`config.mk`:
```
export PLATFORM = sky130hd
export DESIGN_NAME = prng_xoshiro128p_jump
export DESIGN_NICKNAME = d
export VERILOG_FILES = /design/src/rtl/prng_xoshiro128p_jump.sv
export SDC_FILE = /design/constraint.sdc
export NUM_CORES = 1
export LEC_CHECK = 0
export CAP_MARGIN = 20
export CORE_AREA = 2 2 151 153
export CTS_BUF_LIST = sky130_fd_sc_hd__clkbuf_2 sky130_fd_sc_hd__clkbuf_4 sky130_fd_sc_hd__clkbuf_8
export CTS_CLUSTER_SIZE = 10
export DETAILED_ROUTE_END_ITERATION = 10
export DIE_AREA = 0 0 153 155
export HOLD_SLACK_MARGIN = 0.08
export PLACE_DENSITY = 0.81
export SLEW_MARGIN = 20
export SYNTH_ARGS = -nofsm -noshare
export SYNTH_HDL_FRONTEND = slang
export SYNTH_SLANG_ARGS = --single-unit
```
`constraint.sdc`:
```
create_clock -name i_clk -period 3.62 [get_ports i_clk]
set_clock_uncertainty 0.2 [all_clocks]
set_input_delay 0.724 -clock i_clk [delete_from_list [all_inputs] [get_ports i_clk]]
set_output_delay 0.724 -clock i_clk [all_outputs]
set_load 0.01 [all_outputs]
```
`src/rtl/prng_xoshiro128p_jump.sv`:
```
// xoshiro128+ jump sequencer: sits between the system controller and the PRNG.
// It steps the PRNG 128 times while XOR-accumulating the states selected by the
// jump polynomial, then reseeds the PRNG with the accumulated state.
// Idle: clock-gate and seed interface pass straight through.
module prng_xoshiro128p_jump #(
   parameter logic [31:0] JUMP_0      = 32'h8764000b,
   parameter logic [31:0] JUMP_1      = 32'hf542d2d3,
   parameter logic [31:0] JUMP_2      = 32'h6fa035c3,
   parameter logic [31:0] JUMP_3      = 32'h77f2db5b,
   parameter logic [31:0] LONG_JUMP_0 = 32'hb523952e,
   parameter logic [31:0] LONG_JUMP_1 = 32'h0b6f099f,
   parameter logic [31:0] LONG_JUMP_2 = 32'hccf5a0ef,
   parameter logic [31:0] LONG_JUMP_3 = 32'h1c580662
) (
   input  logic        i_clk,
   input  logic        i_rstn,
   input  logic        i_cg,
   input  logic        i_seedValid,
   input  logic [31:0] i_seedS0,
   input  logic [31:0] i_seedS1,
   input  logic [31:0] i_seedS2,
   input  logic [31:0] i_seedS3,
   input  logic        i_req,
   input  logic        i_long,
   input  logic [31:0] i_s0,
   input  logic [31:0] i_s1,
   input  logic [31:0] i_s2,
   input  logic [31:0] i_s3,
   output logic        o_cg,
   output logic        o_seedValid,
   output logic [31:0] o_seedS0,
   output logic [31:0] o_seedS1,
   output logic [31:0] o_seedS2,
   output logic [31:0] o_seedS3,
   output logic        o_busy,
   output logic        o_done
);

   localparam int unsigned W      = 32;
   localparam int unsigned CW     = 7;
   localparam int unsigned NSTEPS = 128;

   typedef enum logic [1:0] {
      IDLE = 2'd0,
      RUN  = 2'd1,
      LOAD = 2'd2
   } state_t;

   // Polynomial constants flattened so step k selects bit k directly
   // (bit k mod 32 of word k div 32).
   localparam logic [NSTEPS-1:0] JUMP_C      = {JUMP_3, JUMP_2, JUMP_1, JUMP_0};
   localparam logic [NSTEPS-1:0] LONG_JUMP_C = {LONG_JUMP_3, LONG_JUMP_2, LONG_JUMP_1, LONG_JUMP_0};

   state_t             state_q, state_d;
   logic [CW-1:0]      k_q, k_d;
   logic [3:0][W-1:0]  acc_q, acc_d;
   logic               long_q, long_d;
   logic               busy_d, done_d;
   logic [3:0][W-1:0]  prng_s;
   logic               sel_bit;

   assign prng_s  = {i_s3, i_s2, i_s1, i_s0};
   assign sel_bit = long_q ? LONG_JUMP_C[k_q] : JUMP_C[k_q];

   // State, step counter, accumulator and registered status outputs
   always_ff @(posedge i_clk or negedge i_rstn) begin
      if (!i_rstn) begin
         state_q <= IDLE;
         k_q     <= '0;
         acc_q   <= '0;
         long_q  <= 1'b0;
         o_busy  <= 1'b0;
         o_done  <= 1'b0;
      end else begin
         state_q <= state_d;
         k_q     <= k_d;
         acc_q   <= acc_d;
         long_q  <= long_d;
         o_busy  <= busy_d;
         o_done  <= done_d;
      end
   end

   // Next-state, accumulation and PRNG control outputs
   always_comb begin
      state_d     = state_q;
      k_d         = k_q;
      acc_d       = acc_q;
      long_d      = long_q;
      o_cg        = 1'b1;
      o_seedValid = 1'b0;
      o_seedS0    = acc_q[0];
      o_seedS1    = acc_q[1];
      o_seedS2    = acc_q[2];
      o_seedS3    = acc_q[3];

      case (state_q)
         IDLE: begin
            o_cg        = i_cg;
            o_seedValid = i_seedValid;
            o_seedS0    = i_seedS0;
            o_seedS1    = i_seedS1;
            o_seedS2    = i_seedS2;
            o_seedS3    = i_seedS3;
            if (i_req) begin
               long_d  = i_long;
               acc_d   = '0;
               k_d     = '0;
               state_d = RUN;
            end
         end
         RUN: begin
            // Accumulate the state seen before this cycle's PRNG step
            if (sel_bit) begin
               acc_d = acc_q ^ prng_s;
            end
            k_d = k_q + CW'(1);
            if (k_q == CW'(NSTEPS - 1)) begin
               state_d = LOAD;
            end
         end
         LOAD: begin
            o_seedValid = 1'b1;
            state_d     = IDLE;
         end
         default: begin
            state_d = IDLE;
         end
      endcase

      busy_d = (state_d != IDLE);
      done_d = (state_q == LOAD);
   end

endmodule

```
==> reports/qor.yml <==
ir_drop_uv: 375
worst-r2r-setup-slack_ns: 0.42
rsz0062_at_grt: "false"
ff2ff_path_depth: 9
post_cts_buffers: 0
r2r_start: "k_q[1]"
drtPass1Iterations: 4
port-buffer-count: 393
start_util_pct: 37.0
worst_pin_slew_ns: 0.726
hold_class: "primary input to async pin"
final_common_cell: "clkdlybuf4s50_1"
grt_pass1_vias: 7556
placement_rows: 55
setup.worst_path.class: "register to primary output"
power_density_mw_per_mm2: 612
yosysUniqueCellTypes: 45
end_kind: "primary output"
cp_max_fo: 67
min_period_ns: 3.36
dieArea_mm2: 0.0237
cts_buffers: 17
htree_levels: 4
area_growth_pct: 56.4
clock_path_buffers: 2
arrival_ns: 2.44
final_cell_mix: "clkdlybuf4s50_1 (392), nand2_1 (267), dfrtp_1 (140)"
gr-total-overflow: 0
die_x_um: 153
num_vias: 7291
ys_seq_area_share_pct: 42.5
slew_headroom_pct: 51.0
wl_um: 24400
synthCells: 829
max_freq_mhz: 297
drive_gt1_share_pct: 14.8
utilization_pct: 57.9
cts_resized: 0
gp_congestion: 0.891
clkSinkCount: 140
cts-root-buf: "clkbuf_8"
power_leakage_uw: 0.00604
grt_max_degree: 76
start_kind: "register"
post-route-drc-count: 0
via_per_inst: 4.87
grt_pass1_wl_um: 39100
post-route-period-util_pct: 92.9
finalMaxSlewViolations: 0
cts_tree: "done"
cp.required_ns: 2.70
io_pins: 394
worstReg2RegEnd: "acc_q[78]"
path_clk_slew_ns: 0.09
hold_violations: 0
fp.coreArea_mm2: 0.0222
synth_edf_count: 0
track_usage_pct: 20.4
wl_per_cell_um: 16.3
cts_hold_buffers: 0
synth_area_per_cell_um2: 9.93
syn_nets: 1100
synthFlopType: "dfrtp_1"
status: "completed"
die_height_um: 155
antenna_found_initial: 0
hpwlAfterDp_um: 18200
diodes: 0
antenna_left: 0
fin_tns_setup_ns: 0
worstSkewPairLatency_ns: 0.44
setup_viol: 0
yosys_warnings: 0
async_flop_share_pct: 100
max_cap_violations: 0
fin_nets: 1472
first_iter_violations: 347
synthesis.area_mm2: 0.00823
synth-seq-cells: 140
cell families (layout without fill, tap and decap cells):
family / count (synthesis) / count (layout) / synth area share, %
buf+inv: 66 / 450 / 3.72
fa+ha+maj: 9 / 9 / 1.37
simple gates: 307 / 307 / 15.0
flops: 140 / 140 / 42.5
mux: 255 / 255 / 33.1
compound gates: 52 / 52 / 4.25
worst max path at each step:
stage | end | slack (ns) | from
2_1_floorplan | acc_q[119] | 0.45 | k_q[0]
6_report | o_seedS1[26] | 0.26 | state_q[0]
3_5_place_dp | acc_q[95] | 0.44 | k_q[1]
5_1_grt | o_seedS1[23] | 0.13 | state_q[0]
3_3_place_gp | acc_q[79] | 0.54 | k_q[1]
4_1_cts | o_seedS2[29] | 0.22 | state_q[0]
where the power goes:
group	internal, uW	switching, uW
combinational	2310	1310
clock	703	649
sequential	2280	617
total	5300	2580
final cells by class:
class | instances | area, um2
Clock buffer | 19 | 249
Inverter | 13 | 48.8
Clock inverter | 12 | 163
Timing Repair Buffer | 406 | 4120
Sequential cell | 140 | 3500
Fill cell | 1882 | 9350
Multi-Input combinational cell | 623 | 4440
Tap cell | 285 | 357
worst max-delay path: stages (launching register included):
cell and delay [ns]:
dfrtp_1 0.50, nor2_4 0.21, buf_12 0.31, mux2_2 0.42, clkdlybuf4s50_1 0.48
metrics by stage:
stage                     instances  cell area (um2)  worst slack [ns]  hold WS, ns  power [uW]
final                          1498            12900             0.257       0.0647        7880
after global routing           1498            12900             0.132       0.0899        8390
after CTS                      1498            12900             0.222       0.0828        7960
after detailed placement       1467            12500             0.443        0.260        6570
after global placement         1467            12500             0.542        0.255        6460
after floorplan                 829             8230             0.448        0.228        4410
cells in the mapped netlist (2+ instances only):
library cell / n / area, um2
nor3_1: 6 / 30.0
nor2_1: 10 / 37.5
dfrtp_1: 140 / 3500
nor2b_1: 5 / 31.3
a31oi_1: 6 / 37.5
nand2_1: 268 / 1010
a211oi_1: 3 / 22.5
inv_1: 13 / 48.8
o311ai_0: 2 / 17.5
nand3_1: 4 / 20.0
and3_1: 2 / 12.5
nand2b_1: 3 / 18.8
mux2i_1: 127 / 1270
buf_4: 14 / 105
or3_1: 2 / 12.5
o41ai_1: 3 / 26.3
a21oi_1: 2 / 10.0
o211ai_1: 2 / 15.0
o22ai_1: 2 / 12.5
buf_2: 5 / 25.0
clkbuf_1: 34 / 128
o21ai_0: 19 / 95.1
ha_1: 9 / 113
mux2_2: 127 / 1430
flip-flops by register name, indices dropped and copies added, names as in the netlist:
| register | cells |
|---|---|
| k_q | 7 |
| o_done | 1 |
| acc_q | 128 |
| long_q | 1 |
| state_q | 2 |
| o_busy | 1 |
per-layer routing:
layer / up-vias / wire length [um] / global-route usage [%]
li1: 3569 / - / -
met1: 3448 / 10200 / 25.3
met2: 245 / 12400 / 35.3
met3: 29 / 1390 / 4.57
met4: 0 / 448 / 6.48
met5: - / 0 / 0
(Power assumes the default switching activity.)
